## config.mk

```make
export PLATFORM = sky130hd
export DESIGN_NAME = rheed_crop_stream
export DESIGN_NICKNAME = d
export VERILOG_FILES = /design/src/rtl/rheed_crop_stream.sv
export SDC_FILE = /design/constraint.sdc
export NUM_CORES = 1
export LEC_CHECK = 0
export ABC_AREA = 1
export ABC_CLOCK_PERIOD_IN_PS = 9150
export CORE_MARGIN = 8
export CORE_UTILIZATION = 44
export DETAILED_ROUTE_END_ITERATION = 7
export PLACE_DENSITY = 0.65
export SYNTH_ARGS = -nofsm -noshare
export SYNTH_HDL_FRONTEND = slang
export SYNTH_SLANG_ARGS = --single-unit
```

## constraint.sdc

```tcl
create_clock -name clk -period 9.15 [get_ports clk]
set_input_delay 0.915 -clock clk [delete_from_list [all_inputs] [get_ports clk]]
set_output_delay 0.915 -clock clk [all_outputs]
set_load 0.005 [all_outputs]
```

## src/rtl/rheed_crop_stream.sv

```systemverilog
// rheed_crop_stream: crops (and optionally 2x decimates) a raster pixel stream packed into wide beats.
module rheed_crop_stream #(
  parameter int DATA_WIDTH      = 256,
  parameter int PIXEL_BIT_WIDTH = 8,
  parameter int OUT_BIT_WIDTH   = 10,
  parameter int IN_ROWS         = 20,
  parameter int IN_COLS         = 20,
  parameter int OUT_ROWS        = 20,
  parameter int OUT_COLS        = 20
) (
  input  logic                       clk,
  input  logic                       reset,
  input  logic                       ap_start,
  output logic                       ap_idle,
  output logic                       ap_done,
  output logic                       cfg_err,
  input  logic [$clog2(IN_COLS)-1:0] crop_x0,
  input  logic [$clog2(IN_ROWS)-1:0] crop_y0,
  input  logic                       dec_x,
  input  logic                       dec_y,
  input  logic                       s_axis_tvalid,
  output logic                       s_axis_tready,
  input  logic [DATA_WIDTH-1:0]      s_axis_tdata,
  output logic                       m_axis_tvalid,
  input  logic                       m_axis_tready,
  output logic [OUT_BIT_WIDTH-1:0]   m_axis_tdata,
  output logic                       m_axis_tlast
);
  localparam int PPB  = DATA_WIDTH / PIXEL_BIT_WIDTH;
  localparam int LW   = PPB > 1 ? $clog2(PPB) : 1;
  localparam int XW   = $clog2(IN_COLS);
  localparam int YW   = $clog2(IN_ROWS);
  localparam int NOUT = OUT_ROWS * OUT_COLS;
  localparam int NW   = $clog2(NOUT + 1);
  typedef enum logic [1:0] {IDLE, RUN, DRAIN} state_t;
  state_t                     state_q, state_d;
  logic [XW-1:0]              x0_q, x0_d, col_q, col_d;
  logic [YW-1:0]              y0_q, y0_d, row_q, row_d;
  logic                       dx_q, dx_d, dy_q, dy_d, err_q, err_d;
  logic [DATA_WIDTH-1:0]      hold_q, hold_d;
  logic                       hold_v_q, hold_v_d;
  logic [LW-1:0]              lane_q, lane_d;
  logic                       out_v_q, out_v_d, out_last_q, out_last_d;
  logic [OUT_BIT_WIDTH-1:0]   out_data_q, out_data_d;
  logic [NW-1:0]              out_cnt_q, out_cnt_d;
  logic [PIXEL_BIT_WIDTH-1:0] pix;
  logic [31:0]                sx, sy;
  logic                       start, bad, keep, adv, load, last_lane, last_col, frame_end, s_fire;
  always_comb begin
    start     = state_q == IDLE && ap_start;
    bad       = 32'(crop_x0) + (dec_x ? 32'(2 * OUT_COLS) : 32'(OUT_COLS)) > 32'(IN_COLS) ||
                32'(crop_y0) + (dec_y ? 32'(2 * OUT_ROWS) : 32'(OUT_ROWS)) > 32'(IN_ROWS);
    sx        = dx_q ? 32'(2 * OUT_COLS) : 32'(OUT_COLS);
    sy        = dy_q ? 32'(2 * OUT_ROWS) : 32'(OUT_ROWS);
    pix       = hold_q[lane_q*PIXEL_BIT_WIDTH +: PIXEL_BIT_WIDTH];
    // window membership plus decimation parity relative to the window origin
    keep      = hold_v_q && !err_q &&
                32'(col_q) >= 32'(x0_q) && 32'(col_q) < 32'(x0_q) + sx &&
                32'(row_q) >= 32'(y0_q) && 32'(row_q) < 32'(y0_q) + sy &&
                !(dx_q && (col_q[0] ^ x0_q[0])) && !(dy_q && (row_q[0] ^ y0_q[0]));
    adv       = hold_v_q && (!keep || !out_v_q || m_axis_tready);
    load      = adv && keep;
    last_lane = lane_q == LW'(PPB - 1);
    last_col  = col_q == XW'(IN_COLS - 1);
    frame_end = adv && last_lane && last_col && row_q == YW'(IN_ROWS - 1);
    // no beat of the next frame is taken while the final pixel drains out of the holding register
    s_axis_tready = state_q == RUN && (!hold_v_q || (adv && last_lane && !frame_end));
    s_fire    = s_axis_tvalid && s_axis_tready;
    x0_d      = start ? crop_x0 : x0_q;
    y0_d      = start ? crop_y0 : y0_q;
    dx_d      = start ? dec_x : dx_q;
    dy_d      = start ? dec_y : dy_q;
    err_d     = start ? bad : err_q;
    hold_d    = s_fire ? s_axis_tdata : hold_q;
    hold_v_d  = s_fire ? 1'b1 : (adv && last_lane) ? 1'b0 : hold_v_q;
    lane_d    = adv ? (last_lane ? '0 : lane_q + LW'(1)) : lane_q;
    col_d     = adv ? (last_col ? '0 : col_q + XW'(1)) : col_q;
    row_d     = frame_end ? '0 : (adv && last_col) ? row_q + YW'(1) : row_q;
    out_v_d    = load ? 1'b1 : (out_v_q && m_axis_tready) ? 1'b0 : out_v_q;
    out_data_d = load ? OUT_BIT_WIDTH'(pix) << (OUT_BIT_WIDTH - PIXEL_BIT_WIDTH) : out_data_q;
    out_last_d = load ? out_cnt_q == NW'(NOUT - 1) : out_last_q;
    out_cnt_d  = start ? '0 : load ? out_cnt_q + NW'(1) : out_cnt_q;
    state_d    = start ? RUN : frame_end ? DRAIN : (state_q == DRAIN && !out_v_q) ? IDLE : state_q;
    ap_idle       = state_q == IDLE;
    ap_done       = state_q == DRAIN && !out_v_q;
    cfg_err       = err_q;
    m_axis_tvalid = out_v_q;
    m_axis_tdata  = out_data_q;
    m_axis_tlast  = out_last_q;
  end
  always_ff @(posedge clk) begin
    if (reset) begin
      state_q    <= IDLE;
      x0_q       <= '0;
      y0_q       <= '0;
      dx_q       <= 1'b0;
      dy_q       <= 1'b0;
      err_q      <= 1'b0;
      hold_q     <= '0;
      hold_v_q   <= 1'b0;
      lane_q     <= '0;
      col_q      <= '0;
      row_q      <= '0;
      out_v_q    <= 1'b0;
      out_data_q <= '0;
      out_last_q <= 1'b0;
      out_cnt_q  <= '0;
    end else begin
      state_q    <= state_d;
      x0_q       <= x0_d;
      y0_q       <= y0_d;
      dx_q       <= dx_d;
      dy_q       <= dy_d;
      err_q      <= err_d;
      hold_q     <= hold_d;
      hold_v_q   <= hold_v_d;
      lane_q     <= lane_d;
      col_q      <= col_d;
      row_q      <= row_d;
      out_v_q    <= out_v_d;
      out_data_q <= out_data_d;
      out_last_q <= out_last_d;
      out_cnt_q  <= out_cnt_d;
    end
  end
endmodule

```

* After elaboration in Yosys (flattened, before gate mapping) *
Index checks and enable logic that the tools add are counted.

word-level totals
  input bits = 273
  flip-flop bits (word level) = 306
  word-level logic and storage cells = 91

operators by class
  reduce and logical (&&, ||, !) cells = 39
  muxes and demuxes = 13
  shifts and indexed selects = 1
  equal/unequal tests = 6
  add/sub/neg operators = 8
  bitwise logic cells = 2
  order comparisons = 6

operators with widths
  operator               number
  $shiftx A256 B9 Y8     1
  $add A5 B6 Y7          4
  $mux W6                4
  $logic_and A1 B1 Y1    21
  $add A5 B1 Y5 const B  3
  $eq A5 B5 Y1 const B   3
  $gt A7 B5 Y1 const B   2
  $lt A5 B7 Y1           2
  $ge A5 B5 Y1           2
  $mux W5                2
  $add A9 B1 Y9 const B  1
  $eq A9 B9 Y1 const B   1
  $logic_not A1 Y1       7
  $reduce_bool A2 Y1     3
  $mux W1                5
  $logic_or A1 B1 Y1     4
  $mux W2                2
  $reduce_or A2 Y1       2
  $reduce_bool A3 Y1     1
  $eq A2 B1 Y1 const B   1
  $eq A2 B2 Y1 const B   1
  $logic_not A2 Y1       1
  $xor A1 B1 Y1          2

* Logic depth before layout (Yosys ltp) *
  depth after elaboration = 21
  gate-level depth with buffers = 20
  mapped depth without buffers = 19

* Worst setup path before layout *
Ideal clock, no wire load.

  path type = register to output
  from = register dx_q
  to = output port s_axis_tready
  path buffers = 0
  path slack = 6.027 ns
  stages on the path, launching flop included = 13
  data required time = 8.235 ns
  data arrival time = 2.208 ns
  cells stage by stage = dfxtp_1 -> inv_1 -> ha_1 -> fa_1 -> xnor2_1 -> ha_1 -> a21oi_1 -> a21boi_0 -> nor2_1 -> nor2_1 -> nand3_1 -> nand3_2 -> a21oi_1

on the way
  cells in the longest elaborated chain, start to end = 19
  elaborated cells on any way between the ends = 21

ends and longest elaborated chain
  item                                  line    RTL
  from (decl)                           39      logic dx_q, dx_d, dy_q, dy_d, err_q, err_d;
  from (signal assigned)                96      dx_q <= 1'b0;
  from (signal assigned)                112     dx_q <= dx_d;
  $mux W6                               53      sx = dx_q ? 32'(2 * OUT_COLS) : 32'(OUT_COLS);
  $add A5 B6 Y7                         58      32'(col_q) >= 32'(x0_q) && 32'(col_q) < 32'(x0_q) + sx &&
  $lt A5 B7 Y1                          58
  $logic_and A1 B1 Y1 (2 in series)     58
  $logic_and A1 B1 Y1                   59      32'(row_q) >= 32'(y0_q) && 32'(row_q) < 32'(y0_q) + sy &&
  $logic_and A1 B1 Y1 (*)               59
  $logic_and A1 B1 Y1 (*)               60      !(dx_q && (col_q[0] ^ x0_q[0])) && !(dy_q && (row_q[0] ^ y0_q[0]));
  $logic_not A1 Y1 (*)                  61      adv = hold_v_q && (!keep || !out_v_q || m_axis_tready);
  $logic_or A1 B1 Y1 (*) (2 in series)  61
  $logic_and A1 B1 Y1 (*)               61
  $logic_and A1 B1 Y1 (*)               65, 67
  $logic_and A1 B1 Y1 (2 in series)     65      frame_end = adv && last_lane && last_col && row_q == YW'(IN_ROWS - 1);
  $logic_not A1 Y1                      67      s_axis_tready = state_q == RUN && (!hold_v_q || (adv && last_lane && !frame_end));
  $logic_and A1 B1 Y1 (*)               67
  $logic_or A1 B1 Y1 (*)                67
  $logic_and A1 B1 Y1 (*)               67
  to (decl)                             22      output logic s_axis_tready,

Mark *: on every way between the ends. The rest lies on a longest branch, timed or not.

* Final worst setup path *
  from = register dx_q
  to = register hold_q[129]

on the way
  cells in the longest elaborated chain, start to end = 20
  elaborated cells on any way between the ends = 22

ends and longest elaborated chain
  item                                  line    RTL
  $mux W6                               53
  $add A5 B6 Y7                         58
  $lt A5 B7 Y1                          58
  $logic_and A1 B1 Y1 (2 in series)     58
  $logic_and A1 B1 Y1                   59
  $logic_and A1 B1 Y1 (*)               59
  $logic_and A1 B1 Y1 (*)               60
  $logic_not A1 Y1 (*)                  61
  $logic_or A1 B1 Y1 (*) (2 in series)  61
  $logic_and A1 B1 Y1 (*)               61
  $logic_and A1 B1 Y1 (*)               65, 67
  $logic_and A1 B1 Y1 (2 in series)     65
  $logic_not A1 Y1                      67
  $logic_and A1 B1 Y1 (*)               67
  $logic_or A1 B1 Y1 (*)                67
  $logic_and A1 B1 Y1 (*)               67
  $logic_and A1 B1 Y1 (*)               68      s_fire = s_axis_tvalid && s_axis_tready;
  to (signal assigned)                  115     hold_q <= hold_d;
  to (decl)                             40      logic [DATA_WIDTH-1:0] hold_q, hold_d;

Marked as above.
A chain may end at the register's enable or synchronous reset.

==> flow_metrics.tcl <==
set metrics [dict create \
    crit_chain "inv_1 -> ha_1 -> fa_1 -> xnor2_1 -> ha_1 -> a21oi_1 -> a21boi_0 -> nor2_1 -> nor2_1 -> nand3_1 -> nand3_2 -> nand2_8 -> nand3_4 -> buf_4 -> nand2_1 -> inv_1 -> nor2_1" \
    antenna_found_initial 0 \
    finalNetCount 3486 \
    first_pass_iters 6 \
    synth_xor_area_frac 0.00766 \
    rsz0062_at_grt "false" \
    cts_resized 0 \
    crit_path_frequent_cell "nor2_1" \
    synth_compound_area_frac 0.102 \
    rr_endpoint "hold_q[129]$_SDFFE_PP0P_" \
    crit_path_end_kind "flop" \
    fp.dieW_um 220 \
    synth_adder_area_share 0.0297 \
    track_usage 0.227 \
    ys.flop_type "dfxtp_1" \
    maxCapViolCount 0 \
    syn_to_final_growth_pct 21.6 \
    cts_tree "built" \
    drive_above_1_share 0.0250 \
    grt_pass1_vias 17577 \
    grt_first_pass_wirelength_mm 90.4 \
    synth-seq-cells 306 \
    postCtsSetupRepairBufs 0 \
    clock_sinks 306 \
    dpl.hpwl_mm 39.4 \
    root_buffer "clkbuf_16" \
    portBuffers 286 \
    htreeDepth 2 \
    first_iter_violations 1396 \
    outcome "finished, final reports clean" \
    yosysWarningCount 0 \
    synthSimpleGateAreaFrac 0.306 \
    slew_headroom 0.214 \
    leakage_nw 11.3 \
    peakVddDrop_mv 0.112 \
    cp-endpoint "hold_q[129]$_SDFFE_PP0P_" \
    cts-buffers-inserted 36 \
    slowest_delay_ps 1000 \
    wl_per_cell_um 15.1 \
    grt_start_max_net_pins 178 \
    tightest_slew_ps 1180 \
    coreArea_mm2 0.0409 \
    yosysSeqAreaShare 0.335 \
    rows 74 \
    start_kind "flop" \
    holdCritPathClass "flop to flop" \
    syn_avg_cell_area_um2 6.02 \
    crit_cells 17 \
    synth_top_family_by_area "simple AND/OR/NAND/NOR gates" \
    die_h_um 220 \
    synthMuxAreaShare 0 \
    setup_viol 0 \
    start_util 0.447 \
    clock_skew_ps 17.4 \
    ant_nets 0 \
    place.gp.congestion 0.844 \
    syn_inst 3040 \
    worstSetupStartpoint "dx_q$_SDFFE_PP0P_" \
    synthArstFlopShare 0 \
    critPathBufInv 3 \
    dieArea_mm2 0.0483 \
    fmax_mhz 185 \
    postPlaceCellArea_mm2 0.0211 \
    drt-total-wl_mm 56.5 \
    p_per_area_mw_per_mm2 166 \
    synth_edf_count 0 \
    required_ps 9550 \
    fin_tns_setup_ps 0 \
    route.detailed.drc 0 \
    timing.rr.start "dx_q$_SDFFE_PP0P_" \
    synthDistinctLibCells 37 \
    fin_crit_ps 5410 \
    critPathTopFamily "simple AND/OR/NAND/NOR gates" \
    crit_path_max_fanout 156 \
    antenna_cells 0 \
    clock_latency_ps 510 \
    r2r_cells 17 \
    design_area_mm2 0.0222 \
    vias 18290 \
    cts_hold_buffers 0 \
    ctsLongestPathBuffers 3 \
    syn-cell-area_mm2 0.0183 \
    io_pins 289 \
    drt-vias-per-instance 4.90 \
    min_period_over_period 0.591 \
    crit_type "flop to flop" \
    slowest_stage "nand3_4" \
    r2r_slack_ps 3740 \
    arrival_ps 5810 \
    slew_viol_final 0 \
    clk_pin_slew_worst_paths_ps 60 \
    hold_viol 0 \
    globalRoute.totalOverflow 0 \
]
==> through the flow <==
stage	setup slack (ps)	util	hold WS, ps	power (mW)	std cells
6_report	3740	0.543	470	3.69	3730
5_1_grt	3100	0.543	504	3.88	3730
4_1_cts	3670	0.543	469	3.70	3730
3_5_place_dp	3680	0.514	459	2.27	3666
3_3_place_gp	3840	0.514	455	2.25	3666
2_1_floorplan	6030	-	435	2.01	3041
==> synthesized netlist by cell type, types with 3 or more instances <==
cell type,count,area [µm²]
a21oi_1,158,791
a221oi_1,6,52.6
a31oi_1,20,125
buf_1,32,120
buf_2,40,200
buf_4,21,158
clkbuf_1,110,413
clkinv_1,3,11.3
dfxtp_1,306,6130
fa_1,4,80.1
ha_1,37,463
inv_1,819,3070
inv_2,6,22.5
nand2_1,642,2410
nand3_1,68,340
nand4_1,258,1610
nor2_1,299,1120
nor3_1,7,35.0
o21ai_0,168,841
xnor2_1,5,43.8
xor2_1,11,96.3
==> worst min path at each step <==
stage | endpoint | slack, ps | cells after the start | start
after floorplan | x0_q[1]$_SDFFE_PP0P_ | 440 | 2 | x0_q[1]$_SDFFE_PP0P_
after global placement | out_cnt_q[8]$_SDFFE_PP0P_ | 460 | 2 | out_cnt_q[8]$_SDFFE_PP0P_
after detailed placement | m_axis_tlast$_SDFFE_PP0P_ | 460 | 2 | m_axis_tlast$_SDFFE_PP0P_
after CTS | m_axis_tlast$_SDFFE_PP0P_ | 470 | 2 | m_axis_tlast$_SDFFE_PP0P_
after global routing | m_axis_tlast$_SDFFE_PP0P_ | 500 | 2 | m_axis_tlast$_SDFFE_PP0P_
final | m_axis_tlast$_SDFFE_PP0P_ | 470 | 2 | m_axis_tlast$_SDFFE_PP0P_
==> worst min-delay path, stage by stage (launching register included) <==
cell and delay (ps):
dfxtp_1 310, nand2_1 60, a21oi_1 50
==> state kept, by name, summed over array words and instances, names as in the netlist <==
register       flops
hold_q           256
out_cnt_q          9
m_axis_tdata       8
col_q              5
lane_q             5
row_q              5
x0_q               5
y0_q               5
state_q            2
cfg_err            1
dx_q               1
dy_q               1
hold_v_q           1
m_axis_tlast       1
m_axis_tvalid      1
==> power breakdown <==
part           internal [mW]  switching, mW  leakage (nW)
sequential              1.43         0.0538          2.51
clock                  0.873          0.565         0.585
combinational          0.305          0.458          8.21
==> layout by cell type (no fill, tap or decap), types with 11 or more instances in the layout <==
cell	count
a21oi_1	158
a31oi_1	20
buf_4	11
clkbuf_16	37
clkdlybuf4s50_1	285
dfxtp_1	303
ha_1	37
inv_1	818
nand2_1	642
nand3_1	68
nand4_1	258
nor2_1	299
o21ai_0	168
xor2_1	11
==> cells by family (layout without fill, tap and decap cells) <==
group,after synthesis,in the layout
buf+inv,1032,1189
flops,306,306
other cells,1,2
compound gates,360,360
fa+ha+maj,41,41
xor+xnor,16,16
simple gates,1284,1284
==> cell type report <==
class / instances / area, µm²
multi-input cells: 1703 / 8180
repair buffers: 297 / 2950
fillers: 4115 / 18700
flip-flops and latches: 306 / 6130
clock inverters: 8 / 93.8
inverters: 828 / 3120
clock buffers: 56 / 1090
well taps: 532 / 666
==> per-layer routing <==
metal  routed length (µm)  up-vias  GRT usage  share of wire
met1                25000     8158      0.300           0.44
li1                     -     9444          -              -
met4                 1620        0     0.0665          0.029
met2                25800      600      0.376           0.46
met5                    0        -          0              0
met3                 4000       88     0.0399          0.071
Note: power is estimated with default switching activity, not from simulation.
